## config.mk

```make
export PLATFORM = sky130hd
export DESIGN_NAME = chess_clock_game_ctrl
export DESIGN_NICKNAME = d
export VERILOG_FILES = /design/src/rtl/chess_clock_pkg.sv /design/src/rtl/chess_clock_moves.sv /design/src/rtl/chess_clock_game_ctrl.sv
export SDC_FILE = /design/constraint.sdc
export NUM_CORES = 1
export LEC_CHECK = 0
export ABC_AREA = 0
export CAP_MARGIN = 20
export CELL_PAD_IN_SITES_DETAIL_PLACEMENT = 1
export CELL_PAD_IN_SITES_GLOBAL_PLACEMENT = 1
export CORE_MARGIN = 4
export CORE_UTILIZATION = 40
export CTS_CLUSTER_DIAMETER = 150
export DETAILED_ROUTE_END_ITERATION = 8
export MAX_ROUTING_LAYER = met4
export PLACE_DENSITY_LB_ADDON = 0.1
export SETUP_SLACK_MARGIN = 0.5
export SYNTH_ARGS = -nofsm -noshare
export SYNTH_HDL_FRONTEND = slang
export SYNTH_HIERARCHICAL = 1
export SYNTH_SLANG_ARGS = --single-unit
```

## constraint.sdc

```tcl
create_clock -name i_clk -period 5.03 [get_ports i_clk]
set_input_delay 1.509 -clock i_clk [delete_from_list [all_inputs] [get_ports i_clk]]
set_output_delay 1.509 -clock i_clk [all_outputs]
set_load 0.01 [all_outputs]
```

## src/rtl/chess_clock_pkg.sv

```systemverilog
// -----------------------------------------------------------------------------
// chess_clock_pkg
// Shared types and constants for the chess clock game sequencer.
//   t_bcd          : one BCD digit
//   t_preset_idx   : index into the start-time preset table
//   t_game_state   : game sequencer states
//   C_PRESETS      : start-time presets, 2-digit BCD {tens, units}
// Optional feature macro: CHESS_CLOCK_PAUSE_EN adds the PAUSE_A/PAUSE_B states.
// -----------------------------------------------------------------------------
package chess_clock_pkg;

    typedef logic [3:0] t_bcd;

    localparam int C_NUM_PRESETS  = 4;
    localparam int C_PRESET_IDX_W = 2;

    typedef logic [C_PRESET_IDX_W-1:0] t_preset_idx;

    typedef enum logic [2:0] {
        S_IDLE   = 3'd0,
        S_RUN_A  = 3'd1,
        S_RUN_B  = 3'd2,
        S_OVER_A = 3'd3,   // A won
        S_OVER_B = 3'd4    // B won
`ifdef CHESS_CLOCK_PAUSE_EN
        ,
        S_PAUSE_A = 3'd5,
        S_PAUSE_B = 3'd6
`endif
    } t_game_state;

    // Entries are never 00, so a player never starts already exhausted.
    localparam t_bcd [1:0] C_PRESETS [C_NUM_PRESETS] = '{
        {4'd0, 4'd5},
        {4'd1, 4'd0},
        {4'd3, 4'd0},
        {4'd9, 4'd9}
    };

    // Advance a preset index, wrapping after the last of n_presets entries.
    function automatic t_preset_idx next_preset(input t_preset_idx idx, input int n_presets);
        if (idx == t_preset_idx'(n_presets - 1)) begin
            return '0;
        end
        return idx + t_preset_idx'(1);
    endfunction

endpackage

```

## src/rtl/chess_clock_moves.sv

```systemverilog
// -----------------------------------------------------------------------------
// chess_clock_moves
// Two-digit BCD full-move counter, wraps 99 -> 00.
//   i_clk   : system clock
//   i_rst   : asynchronous active-low reset (count -> 00)
//   i_clr   : synchronous clear, has priority over i_inc
//   i_inc   : add one move
//   o_count : BCD count, [1]=tens, [0]=units
// -----------------------------------------------------------------------------
module chess_clock_moves
    import chess_clock_pkg::*;
(
    input  logic       i_clk,
    input  logic       i_rst,
    input  logic       i_clr,
    input  logic       i_inc,
    output t_bcd [1:0] o_count
);

    t_bcd [1:0] count_q;
    t_bcd [1:0] count_d;

    // NOTE: every variable assigned in always_comb gets a default first, so no
    // path through the block leaves it unassigned and no latch is inferred.
    always_comb begin
        count_d = count_q;
        if (i_clr) begin
            count_d = '0;
        end else if (i_inc) begin
            if (count_q[0] == 4'd9) begin
                count_d[0] = 4'd0;
                count_d[1] = (count_q[1] == 4'd9) ? 4'd0 : count_q[1] + 4'd1;
            end else begin
                count_d[0] = count_q[0] + 4'd1;
            end
        end
    end

    // NOTE: state registers use non-blocking assignments so every flop samples
    // the pre-edge values, independent of statement order between processes.
    always_ff @(posedge i_clk or negedge i_rst) begin
        if (!i_rst) begin
            count_q <= '0;
        end else begin
            count_q <= count_d;
        end
    end

    assign o_count = count_q;

endmodule

```

## src/rtl/chess_clock_game_ctrl.sv

```systemverilog
// -----------------------------------------------------------------------------
// chess_clock_game_ctrl
// Game sequencer for a two-player chess clock: owns the game state, drives the
// restart/stop/win controls of both player blocks, supplies the preset start
// time and counts full moves. All outputs are registered (1-cycle latency).
//   i_clk      : system clock
//   i_rst      : asynchronous active-low reset
//   i_start    : click, start game / acknowledge game over (pause/resume with
//                CHESS_CLOCK_PAUSE_EN)
//   i_preset   : click, advance preset index (IDLE only)
//   i_turn_a/b : click, player ends its move
//   i_zero_a/b : level, player's time exhausted
//   o_restart  : hold player counters at init
//   o_init     : BCD start time, [1]=tens, [0]=units
//   o_stop_a/b : freeze player countdown
//   o_win_a/b  : winner flags
//   o_active   : one-hot running player {b,a}
//   o_moves    : BCD full-move count
// Optional feature macro: CHESS_CLOCK_PAUSE_EN (i_start pauses/resumes a game).
// -----------------------------------------------------------------------------
module chess_clock_game_ctrl
    import chess_clock_pkg::*;
#(
    parameter int p_presets    = C_NUM_PRESETS,
    parameter int p_preset_def = 1
) (
    input  logic       i_clk,
    input  logic       i_rst,
    input  logic       i_start,
    input  logic       i_preset,
    input  logic       i_turn_a,
    input  logic       i_turn_b,
    input  logic       i_zero_a,
    input  logic       i_zero_b,
    output logic       o_restart,
    output t_bcd [1:0] o_init,
    output logic       o_stop_a,
    output logic       o_stop_b,
    output logic       o_win_a,
    output logic       o_win_b,
    output logic [1:0] o_active,
    output t_bcd [1:0] o_moves
);

    t_game_state state_q, state_d;
    t_preset_idx preset_idx_q, preset_idx_d;
    t_bcd [1:0]  init_q, init_d;
    logic        restart_q, restart_d;
    logic        stop_a_q, stop_a_d;
    logic        stop_b_q, stop_b_d;
    logic        win_a_q, win_a_d;
    logic        win_b_q, win_b_d;
    logic [1:0]  active_q, active_d;
    logic        moves_clr;
    logic        moves_inc;

    // Next-state logic. Time-out beats a same-cycle turn click, and a turn
    // click beats a same-cycle pause request.
    always_comb begin
        state_d      = state_q;
        preset_idx_d = preset_idx_q;
        moves_inc    = 1'b0;
        unique case (state_q)
            S_IDLE: begin
                if (i_start) begin
                    state_d = S_RUN_A;
                end else if (i_preset) begin
                    preset_idx_d = next_preset(preset_idx_q, p_presets);
                end
            end
            S_RUN_A: begin
                if (i_zero_a) begin
                    state_d = S_OVER_B;
                end else if (i_turn_a) begin
                    state_d = S_RUN_B;
`ifdef CHESS_CLOCK_PAUSE_EN
                end else if (i_start) begin
                    state_d = S_PAUSE_A;
`endif
                end
            end
            S_RUN_B: begin
                if (i_zero_b) begin
                    state_d = S_OVER_A;
                end else if (i_turn_b) begin
                    state_d   = S_RUN_A;
                    moves_inc = 1'b1;   // B's move closes a full move
`ifdef CHESS_CLOCK_PAUSE_EN
                end else if (i_start) begin
                    state_d = S_PAUSE_B;
`endif
                end
            end
`ifdef CHESS_CLOCK_PAUSE_EN
            S_PAUSE_A: if (i_start) state_d = S_RUN_A;
            S_PAUSE_B: if (i_start) state_d = S_RUN_B;
`endif
            S_OVER_A, S_OVER_B: begin
                if (i_start) begin
                    state_d = S_IDLE;
                end
            end
            default: state_d = S_IDLE;
        endcase
    end

    // Registered outputs are decoded from the next state so they change on
    // the same edge as the state itself.
    always_comb begin
        init_d    = C_PRESETS[preset_idx_d];
        restart_d = (state_d == S_IDLE);
        stop_a_d  = (state_d != S_RUN_A);
        stop_b_d  = (state_d != S_RUN_B);
        win_a_d   = (state_d == S_OVER_A);
        win_b_d   = (state_d == S_OVER_B);
        active_d  = {(state_d == S_RUN_B), (state_d == S_RUN_A)};
        // Counter is cleared on entry to (and while in) IDLE; OVER keeps it frozen.
        moves_clr = (state_d == S_IDLE);
    end

    // NOTE: only control flops live here; the preset table is a constant, so
    // there is no memory array that would need (or resist) a reset.
    always_ff @(posedge i_clk or negedge i_rst) begin
        if (!i_rst) begin
            state_q      <= S_IDLE;
            preset_idx_q <= t_preset_idx'(p_preset_def);
            init_q       <= C_PRESETS[p_preset_def];
            restart_q    <= 1'b1;
            stop_a_q     <= 1'b1;
            stop_b_q     <= 1'b1;
            win_a_q      <= 1'b0;
            win_b_q      <= 1'b0;
            active_q     <= 2'b00;
        end else begin
            state_q      <= state_d;
            preset_idx_q <= preset_idx_d;
            init_q       <= init_d;
            restart_q    <= restart_d;
            stop_a_q     <= stop_a_d;
            stop_b_q     <= stop_b_d;
            win_a_q      <= win_a_d;
            win_b_q      <= win_b_d;
            active_q     <= active_d;
        end
    end

    chess_clock_moves u_moves (
        .i_clk   (i_clk),
        .i_rst   (i_rst),
        .i_clr   (moves_clr),
        .i_inc   (moves_inc),
        .o_count (o_moves)
    );

    assign o_restart = restart_q;
    assign o_init    = init_q;
    assign o_stop_a  = stop_a_q;
    assign o_stop_b  = stop_b_q;
    assign o_win_a   = win_a_q;
    assign o_win_b   = win_b_q;
    assign o_active  = active_q;

endmodule

```

After elaboration in Yosys (flattened, before gate mapping)
Cells that the tools add are included.
Widths: inputs -> output; s select.
Cells by class
  order comparisons: 1
  multiplexer cells: 27
  $add $sub $neg: 3
  reductions and logical operators: 6
  equal/unequal tests: 13
  bitwise logic cells: 1
Operators with widths (number)
  $mux 8: 4
  $mux 3: 6
  $bmux 8 s2: 1
  $eq 3x2->1 const B: 4
  $mux 4: 3
  $pmux 3 s4: 1
  $mux 2: 5
  $add 4x1->4 const B: 2
  $eq 4x4->1 const B: 2
  $mux 1: 7
  $eq 3x1->1 const B: 2
  $eq 3x3->1 const B: 2
  $logic_not 3->1: 2
  $reduce_bool 2->1: 2
  $ge 3x3->1 const B: 1
  $ne 3x1->1 const B: 1
  $ne 3x2->1 const B: 1
  $not 2->3: 1
  $add 2x1->2 const B: 1
  $eq 2x2->1 const B: 1
  $reduce_and 2->1: 1
  $reduce_or 2->1: 1
Storage, ports and cells
  logic and storage cells: 63
  bits in registers: 28
  input bits: 8

Logic depth before layout (Yosys ltp)
Gate-level depths: netlist of run 1.
  depth in word-level cells: 13
  depth in mapped cells: 8
  gate-level depth less buffers: 6

Cells and area by module
Netlist of run 1, hierarchy kept.
Modules (own cells, without submodules)
  chess_clock_game_ctrl: area an instance 788.3 µm², instances 1, cells each 64
  chess_clock_moves: area an instance 474.2 µm², instances 1, cells each 45

Least setup slack after synthesis of run 1
No wires, ideal clock.
  kind: input-to-reg
  start point: in i_zero_b
  end point: reg u_moves.count_q (netlist bit u_moves/o_count[7])
  arrival time: 2918 ps
  library setup time: 126 ps
  stages on the path: 6
  path slack: 1986 ps
  required time: 4904 ps
  path through: or3_1 -> a32oi_2 -> and3b_1 -> buf_2 -> nor2_1 -> a221o_1
On the way
  longest elaborated chain between the ends: 5
  elaborated cells between the ends (all ways): 9
  classes of those cells: 5 x mux; 4 x reduce/logical
Ends and longest elaborated chain
  start: declaration: line chess_clock_game_ctrl.sv:34  | input logic i_zero_b,
  $mux 3 *: line chess_clock_game_ctrl.sv:83  | if (i_zero_b) begin
  $pmux 3 s4 *: line chess_clock_game_ctrl.sv:63  | unique case (state_q)
  $logic_not 3->1 *: line chess_clock_game_ctrl.sv:118  | moves_clr = (state_d == S_IDLE);
  via moves_clr: line chess_clock_game_ctrl.sv:54  | logic moves_clr;
  $reduce_bool 2->1 (no source line)
  $reduce_and 2->1 (no source line)
  end signal: assignment: line chess_clock_moves.sv:45  | count_q <= count_d;
  end: declaration: line chess_clock_moves.sv:20  | t_bcd [1:0] count_q;
The timed path passes the listed nets; every way through them passes the cells marked *.
A chain may end at the register's enable or synchronous reset.

Final worst setup path of run 1
  start point: in i_turn_b
  end point: reg u_moves.count_q (netlist bit u_moves/o_count[7])
On the way
  elaborated cells between the ends (all ways): 11
  classes of those cells: 7 x mux; 4 x reduce/logical
RTL lines
  start: declaration: line chess_clock_game_ctrl.sv:32  | input logic i_turn_b,
  $mux 1: line chess_clock_game_ctrl.sv:85  | end else if (i_turn_b) begin
  $mux 1: line chess_clock_game_ctrl.sv:83
  $mux 1: line chess_clock_game_ctrl.sv:63
  via moves_inc: line chess_clock_game_ctrl.sv:55  | logic moves_inc;
  $reduce_bool 2->1 (no source line)
  $reduce_and 2->1 (no source line)
The timed path passes the listed nets, and every way through them passes these cells.

==> impl_metrics.tcl, run 1 <==
set metrics [dict create \
    cp.arrival_ps 3600 \
    fin_ws_ps 1650 \
    hold_viol 0 \
    grt_pass1_wl_microns 4590 \
    crit_slowest_cell "clkdlybuf4s50_1" \
    worstSetupStartpointType "input pin" \
    numCtsBuffers 3 \
    ys_ff_latch 25 \
    vias_per_cell 5.05 \
    clock_path_buffers 2 \
    cts-root-buf "clkbuf_4" \
    syn_area_per_cell_sq_um 11.6 \
    ant_nets 0 \
    cp-end-kind "flop" \
    wire_per_inst_microns 14.3 \
    ys_types 41 \
    tightest_slew_ps 547 \
    die_w_microns 64.2 \
    synth_compound_area_share_pct 12.8 \
    maxCapViolations 0 \
    path_max_fanout 8 \
    drive_above_1_share_pct 11.6 \
    setup_viol 0 \
    hold_class "reg2reg" \
    track_usage_pct 14.6 \
    rows 20 \
    path_delay_family "simple AND/OR/NAND/NOR gates" \
    synth_top_family_by_area "simple AND/OR/NAND/NOR gates" \
    cts_tree "yes" \
    drt_iter0_drc 60 \
    vias 919 \
    post_cts_buffers 0 \
    setup_tns_ps 0 \
    die_h_microns 64.2 \
    relSlewSlack_pct 63.5 \
    hold_buffers 0 \
    routed_wl_microns 2610 \
    fin_crit_ps 3380 \
    drv_slew 0 \
    grt_max_degree 20 \
    synth-simple-area-share_pct 18.0 \
    syn_area_sq_um 1260 \
    die_area_sq_um 4120 \
    status "completed" \
    muxShareOfSynthArea_pct 3.37 \
    hold_slack_ps 579 \
    placed_cell_area_sq_um 1590 \
    areaGrowthSynthToFinish_pct 28.1 \
    max_stage_delay_ps 480 \
    h-tree-depth 1 \
    synthAdderAreaFrac_pct 8.92 \
    fmax_mhz 296 \
    synthCells 109 \
    core_area_sq_um 3030 \
    io_pins 31 \
    synth_xor_area_share_pct 1.39 \
    ys_async_sr_fraction_pct 100 \
    portBuffers 28 \
    required_ps 5260 \
    worstSetupPathType "in2reg" \
    dp_hpwl_microns 2020 \
    leakagePower_nw 0.731 \
    powerDensity_nw_per_um2 468 \
    diodes 0 \
    antenna_found_initial 0 \
    crit_chain "clkdlybuf4s50_1 > or3b_1 > nor2b_1 > and4b_1 > nor2_1 > a221o_1" \
    fin_worst_skew_ps 10.2 \
    yosys_warnings 6 \
    ys_seq_area_share_pct 50.0 \
    clock_latency_ps 320 \
    cts_sinks 25 \
    ir_drop_uv 218 \
    nets 156 \
    start_util_pct 41.7 \
    period_share_pct 67.1 \
    drc 0 \
    most-common-layout-cells "clkdlybuf4s50_1, dfrtp_1, ha_1, nor2_1, inv_1" \
    rsz0062_at_grt "no" \
    post_cts_resized 0 \
    place_congestion 0.727 \
    final_common_cell "clkdlybuf4s50_1" \
    drt_first_pass_iters 4 \
    post-place-ws_ps 1290 \
    grt_overflow 0 \
    grt_pass1_vias 1003 \
    clk_pin_slew_ps 140 \
    design_area_sq_um 1620 \
    synth-edff-count 0 \
    crit_buf_inv 1 \
    synthFlopType "dfrtp_1" \
]
cell families after synthesis:
family / Yosys count
flops: 25
buf+inv: 12
mux: 4
fa+ha+maj: 9
xor+xnor: 2
other cells: 1
simple gates: 37
compound gates: 19
state kept, by name (all words and copies together) (netlist names):
signal	count
o_init	5
state_q	3
o_stop_b	1
u_moves/o_count	8
o_win_a	1
o_active	2
o_stop_a	1
o_restart	1
preset_idx_q	2
o_win_b	1
worst register-to-register path: stages (launching register included):
cell and delay (ps):
dfrtp_1 490, or3_1 410, a32oi_2 350, and3b_1 460, nor2_1 100, a221o_1 350
synth_stat cells, types with 2 or more instances:
cell type  instances  area, sq um
mux2_2             2         22.5
a31oi_1            2         12.5
or3b_1             3         26.3
nor2_1             8         30.0
buf_4              3         22.5
ha_1               9          113
mux2i_1            2         20.0
nand3_1            3         15.0
nand3b_1           3         22.5
inv_1              7         26.3
nand2_1            4         15.0
nor2b_1            4         25.0
xor2_1             2         17.5
and2_1             2         12.5
a21oi_1            3         15.0
a32o_1             2         20.0
a211oi_1           2         15.0
dfrtp_1           20          500
dfstp_2            5          131
nand2b_1           2         12.5
power breakdown:
| part | total (mW) | internal [mW] | switching, mW |
|---|---|---|---|
| Clock | 0.0898 | 0.0298 | 0.0600 |
| Sequential | 0.322 | 0.276 | 0.0459 |
| Combinational | 0.346 | 0.167 | 0.179 |
| Total | 0.758 | 0.473 | 0.284 |
metal layers:
metal | part of all wire [%] | wire length, microns | global-route usage, % | vias up
li1 | - | - | - | 443
met2 | 53 | 1380 | 25.2 | 16
met5 | 0 | 0 | - | -
met4 | 1.4 | 36 | 4.75 | 0
met3 | 3.2 | 83 | 2.81 | 4
met1 | 42 | 1110 | 17.1 | 456
worst paths after layout:
| path | startpoint | to | slack [ps] | cells after the start |
|---|---|---|---|---|
| max in group asynchronous | i_rst | o_restart | 3030 | 2 |
| min | u_moves/o_count[4] | u_moves/o_count[4] | 580 | 1 |
| max reg2reg | state_q[0] | u_moves/o_count[7] | 2780 | 5 |
| max | i_turn_b | u_moves/o_count[7] | 1650 | 6 |
| min reg2reg | u_moves/o_count[4] | u_moves/o_count[4] | 580 | 1 |
| min in group asynchronous | i_rst | o_active[0] | 1490 | 1 |
area by class of cell:
cell class              count  area [sq um]
inverters                   7          26.3
flip-flops and latches     25           632
clock inverters             1          5.00
fillers                   320          1410
well taps                  44          55.1
multi-input cells          73           569
clock buffers               3          22.5
repair buffers             29           308
metrics by stage:
stage / total power [mW] / instances / utilization [%]
after floorplan: 0.535 / 110 / -
final: 0.758 / 182 / 53.4
after global placement: 0.658 / 177 / 51.6
after CTS: 0.773 / 182 / 53.4
after global routing: 0.826 / 182 / 53.4
after detailed placement: 0.677 / 178 / 52.5
Note: power is estimated with default switching activity, not from simulation.
==> run 2: changes to the inputs <==
Settings changed: CORE_UTILIZATION 40 to 34.
Clock period 5.03 ns to 2.9 ns, I/O delays scaled along.
==> impl_metrics.tcl, run 2 (synthesis results as in run 1) <==
set metrics [dict create \
    status "completed" \
    worstSetupPathType "in2reg" \
    io_pins 31 \
    fillers 395 \
    cts_tree "yes" \
    reg2reg_setup_slack_ps 900 \
    drv_slew 0 \
    hold_viol 0 \
    vias 970 \
    routed_wl_microns 2990 \
    r2r_start "state_q[2]" \
    clock_latency_ps 270 \
    power_mw 1.53 \
    diodes 0 \
    path_max_fanout 5 \
    ir_drop_uv 440 \
    hold_class "reg2reg" \
    rows 21 \
    drt_iter0_drc 42 \
    worstSetupStartpointType "input pin" \
    fmax_mhz 440 \
    clk_pin_slew_ps 90 \
    rsz0062_at_grt "no" \
    die_w_microns 68.9 \
    utilization_pct 50.5 \
    hold_buffers 0 \
    seqCellArea_sq_um 632 \
    min_path_cells 1 \
    multi_input_area_sq_um 653 \
    core_area_sq_um 3470 \
    drt_first_pass_iters 4 \
    clock_path_buffers 2 \
    regToRegEndpoint "u_moves/o_count[3]" \
    cts-root-buf "clkbuf_8" \
    track_usage_pct 15.2 \
    hold_end "u_moves/o_count[4]" \
    start_util_pct 36.4 \
    cp.arrival_ps 2430 \
    powerDensity_nw_per_um2 872 \
    final_common_cell "clkdlybuf4s50_1" \
    highest_layer "met4" \
    die_h_microns 68.9 \
    r2r_cells 6 \
    nets 163 \
    hp-start "u_moves/o_count[4]" \
    setup_tns_ps 0 \
    grt_overflow 0 \
    numCtsBuffers 3 \
    dp_hpwl_microns 2090 \
    wire_per_inst_microns 15.6 \
    cp-end-kind "flop" \
    setup_viol 0 \
    placed_cell_area_sq_um 1610 \
    antenna_found_initial 0 \
    ant_nets 0 \
    fin_ws_ps 629 \
    drive_above_1_share_pct 23.4 \
    grt_max_degree 26 \
    fin_worst_skew_ps 5.74 \
    grt_pass1_vias 1006 \
    period_share_pct 78.3 \
    wl_met1_microns 1270 \
    post-place-ws_ps 37.6 \
    crit_chain "dlygate4sd2_1 > or3_1 > a32oi_2 > and3b_2 > a31oi_2 > a221o_1" \
    areaGrowthSynthToFinish_pct 38.7 \
    max_stage_delay_ps 360 \
    maxCapViolations 0 \
    most-common-layout-cells "clkdlybuf4s50_1, dfrtp_1, ha_1, nor2_1, buf_4" \
    h-tree-depth 1 \
    largest_reg_flops 8 \
    required_ps 3060 \
    place_congestion 0.793 \
    leakagePower_nw 0.800 \
    wl_met3_microns 96 \
    vias_per_cell 5.08 \
    dp.cells 185 \
    cts_sinks 25 \
    fin_crit_ps 2270 \
    crit_slowest_cell "or3_1" \
    final_cells 191 \
    hold_slack_ps 569 \
    design_area_sq_um 1750 \
    grt_pass1_wl_microns 5150 \
    die_area_sq_um 4750 \
    wl_met2_microns 1600 \
    portBuffers 28 \
    drc 0 \
]
run 2: changes by cell type in the layout (fill, tap and decap cells not counted), sizes merged:
cell / delta
buf: +6
clkdlybuf4s50: -4
and3b: +1
dlymetal6s2s: +2
dlygate4sd2: +2
run 2: where the power goes:
group	leakage [nW]	switching, mW	internal [mW]
logic	0.456	0.367	0.376
registers	0.319	0.0936	0.480
clock network	0.0255	0.114	0.0962
total	0.800	0.575	0.951
run 2: final cells by class:
cell class	instances	area share [%]
multi-input cells	74	37.3
well taps	46	3.29
inverters	7	1.50
flip-flops and latches	25	36.1
clock buffers	3	2.36
repair buffers	35	19.2
clock inverters	1	0.286
run 2: timing repair:
action,4_1_cts,5_1_grt
cloned,1,0
pin swaps,9,3
gates resized for setup,18,3
hold endpoints to repair,0,0
buffers inserted,1,0
endpoints found under the setup margin,6,6
run 2: worst max-delay path by stage:
stage | end | startpoint | cells after the start
5_1_grt | u_moves/o_count[7] | i_turn_b | 6
6_report | u_moves/o_count[7] | i_turn_b | 6
2_1_floorplan | u_moves/o_count[7] | i_zero_b | 6
4_1_cts | u_moves/o_count[7] | i_start | 6
3_5_place_dp | u_moves/o_count[7] | i_turn_b | 6
3_3_place_gp | u_moves/o_count[7] | i_zero_b | 6
run 2: routing by layer:
layer | GRT usage [%] | vias to the layer above
li1 | - | 458
met1 | 17.9 | 492
met2 | 25.7 | 16
met3 | 3.89 | 4
met4 | 4.14 | 0
met5 | - | -
run 2: critical path: cells and delay by family:
family	cells	cell delay, ps
simple gates	2	670
compound gates	3	650
buf+inv	1	250
==> RTL edit (flow settings as in run 2) <==
Encoding of `t_game_state`: now one-hot (5 bits for 5 states).
--- a/src/rtl/chess_clock_pkg.sv
+++ b/src/rtl/chess_clock_pkg.sv
@@ -17,10 +17,10 @@
     typedef logic [C_PRESET_IDX_W-1:0] t_preset_idx;
 
-    typedef enum logic [2:0] {
-        S_IDLE   = 3'd0,
-        S_RUN_A  = 3'd1,
-        S_RUN_B  = 3'd2,
-        S_OVER_A = 3'd3,   // A won
-        S_OVER_B = 3'd4    // B won
+    typedef enum logic [4:0] {
+        S_IDLE   = 5'b00001,
+        S_RUN_A  = 5'b00010,
+        S_RUN_B  = 5'b00100,
+        S_OVER_A = 5'b01000,   // A won
+        S_OVER_B = 5'b10000    // B won
 `ifdef CHESS_CLOCK_PAUSE_EN
         ,
Formal check against the unedited RTL: same outputs for any inputs over 10 cycles, from zero or initial values and one cycle with i_rst low; not proved beyond that.
==> RTL edit against run 2 <==
  * Wire length fell by 5.6%
  * Cell area down 0.14%
  * First-iteration DRC count down 12%
  * Total power down 19%
  * Via count grew 2.2%
  * Sequential cell count increased by 2
  * Area after synthesis grew 7.6%
  * Register-to-register slack gained 70 ps
  * Count of clock-buffer cells in the layout is 1 higher
  * Sequential share of layout area is 3.0 points higher
  * Global-route usage fell by 3.2 points
  * Worst setup slack got worse by 39 ps
  * Sequential power fell by 4.7%
  * Critical endpoint is now u_moves/o_count[6]$_DFFE_PN0P_
==> RTL edit: results <==
group,metric,value,unit
finish,final_cell_area,1750,um2
finish,largest_reg_flops,8,
status,status,"complete, no violations",
grt,grt_max_degree,28,
worst_setup_path,cp.arrival,2470,ps
worst_setup_path,cpLargestDelayFamily,"compound AO/OA/AOI/OAI gates",
place,post-place-ws,211,ps
detailed_routing,drt_iter0_drc,37,
worst_setup_path,worst-path-max-fanout,11,
detailed_routing,wl,2820,um
pwr,peakVddDrop,0.280,mV
pwr,cellLeakagePower,0.780,nW
place,hpwl,2160,um
grt,grt.overflow.total,0,
finish,fin_cells,193,
place,gp_congestion,0.828,
synthesis,ys_types,46,
finish,n_fill_cell,402,
clock_network,ctsLongestPathBuffers,2,
finish,nets,163,
synthesis,yosys-top-cells-area,"dfrtp_1 (39%), dfstp_2 (12%), ha_1 (8.3%), nor2_1 (2.5%), nor2b_1 (2.3%)",
grt,grt_usage,0.120,
worst_setup_path,rrSetupSlack,970,ps
clock_network,numCtsBuffers,3,
detailed_routing,drtPass1Iterations,4,
clock_network,clk_pin_slew,90,ps
finish,n_antenna_cell,0,
worst_setup_path,cp_slowest_cell,"clkdlybuf4s50_1",
timing,clock_skew,4.59,ps
synthesis,yosysSeqAreaShare,0.503,
worst_setup_path,slowest_delay,480,ps
finish,layout-drive-gt1-share,0.159,
synthesis,syn_area_per_cell,11.9,um2
clock_network,root_buffer,"clkbuf_8",
grt,grt_pass1_wl,4800,um
grt,grt_antenna_before_repair,0,
worst_setup_path,cp_data_required_time,3060,ps
clock_network,worstSkewPairLatency,270,ps
synthesis,synth_commonest_cells,"dfrtp_1 (21), ha_1 (9), nor2_1 (9), inv_1 (7), dfstp_2 (6)",
detailed_routing,viasPerCell,5.13,
grt,grt_pass1_vias,1041,
synthesis,synth.yosys.warnings,6,
place,io_buffers,28,
clock_network,htree_levels,1,
synthesis,ys_async_sr_fraction,1.00,
synthesis,ys.flop_type,"dfrtp_1",
-- RTL edit: area by class of cell --
class | instances | area share
sequential | 27 | 0.391
multi-input combinational | 77 | 0.365
timing repair buffer | 30 | 0.169
tap | 48 | 0.0344
clock buffer | 4 | 0.0258
inverter | 7 | 0.0150
-- RTL edit: worst paths after layout --
path | startpoint | end | cells after the start
setup / recovery | i_start | u_moves/o_count[6]$_DFFE_PN0P_ | 7
hold / removal | u_moves/o_count[4]$_DFFE_PN0P_ | u_moves/o_count[4]$_DFFE_PN0P_ | 1
setup reg to reg | state_q[0]$_DFF_PN1_ | u_moves/o_count[6]$_DFFE_PN0P_ | 6
hold reg to reg | u_moves/o_count[4]$_DFFE_PN0P_ | u_moves/o_count[4]$_DFFE_PN0P_ | 1
max in group asynchronous | i_rst | preset_idx_q[0]$_DFF_PN1_ | 2
min in group asynchronous | i_rst | u_moves/o_count[3]$_DFFE_PN0P_ | 2
-- RTL edit: kinds of logic (layout without fill, tap and decap cells) --
logic type | count (synthesis) | count (layout) | synth area share
AND/OR/NAND/NOR | 37 | 37 | 0.178
flip-flops | 27 | 27 | 0.503
AO/OA/AOI/OAI | 22 | 22 | 0.138
buffers and inverters | 11 | 41 | 0.0396
adder cells (fa/ha/maj) | 9 | 9 | 0.0829
multiplexers | 4 | 4 | 0.0368
XOR/XNOR | 3 | 3 | 0.0193
other | 1 | 2 | 0.00276
-- RTL edit: where the power goes --
part	switching, mW	leakage, nW	total (mW)	internal, mW
clock network	0.112	0.0228	0.211	0.0982
registers	0.0621	0.346	0.546	0.483
logic	0.247	0.411	0.486	0.240
-- RTL edit: worst register-to-register path, cell delays in order (launching register included) --
cell      delay [ps]
dfstp_2          620
and2b_1          210
nand4b_1         240
o211a_4          270
inv_1             80
nand2_1          140
a41o_1           260
-- RTL edit: metal layers --
| metal | vias to the layer above | global-route usage | share of wire |
|---|---|---|---|
| met3 | 2 | 0.0196 | 0.034 |
| met4 | 0 | 0.0376 | 0.0082 |
| met5 | - | - | 0 |
| met2 | 16 | 0.198 | 0.50 |
| met1 | 497 | 0.151 | 0.46 |
| li1 | 476 | - | - |
-- RTL edit: repair_timing --
action	4_1_cts	5_1_grt
endpoints found under the setup margin	2	5
resized for setup	1	3
pin swaps	0	1
setup buffers	0	1
-- RTL edit: per-stage QoR --
stage	power [mW]	hold slack, ps
floorplan	0.833	527
global placement	1.01	550
detailed placement	1.03	574
CTS	1.25	596
global route	1.34	624
finish	1.24	590
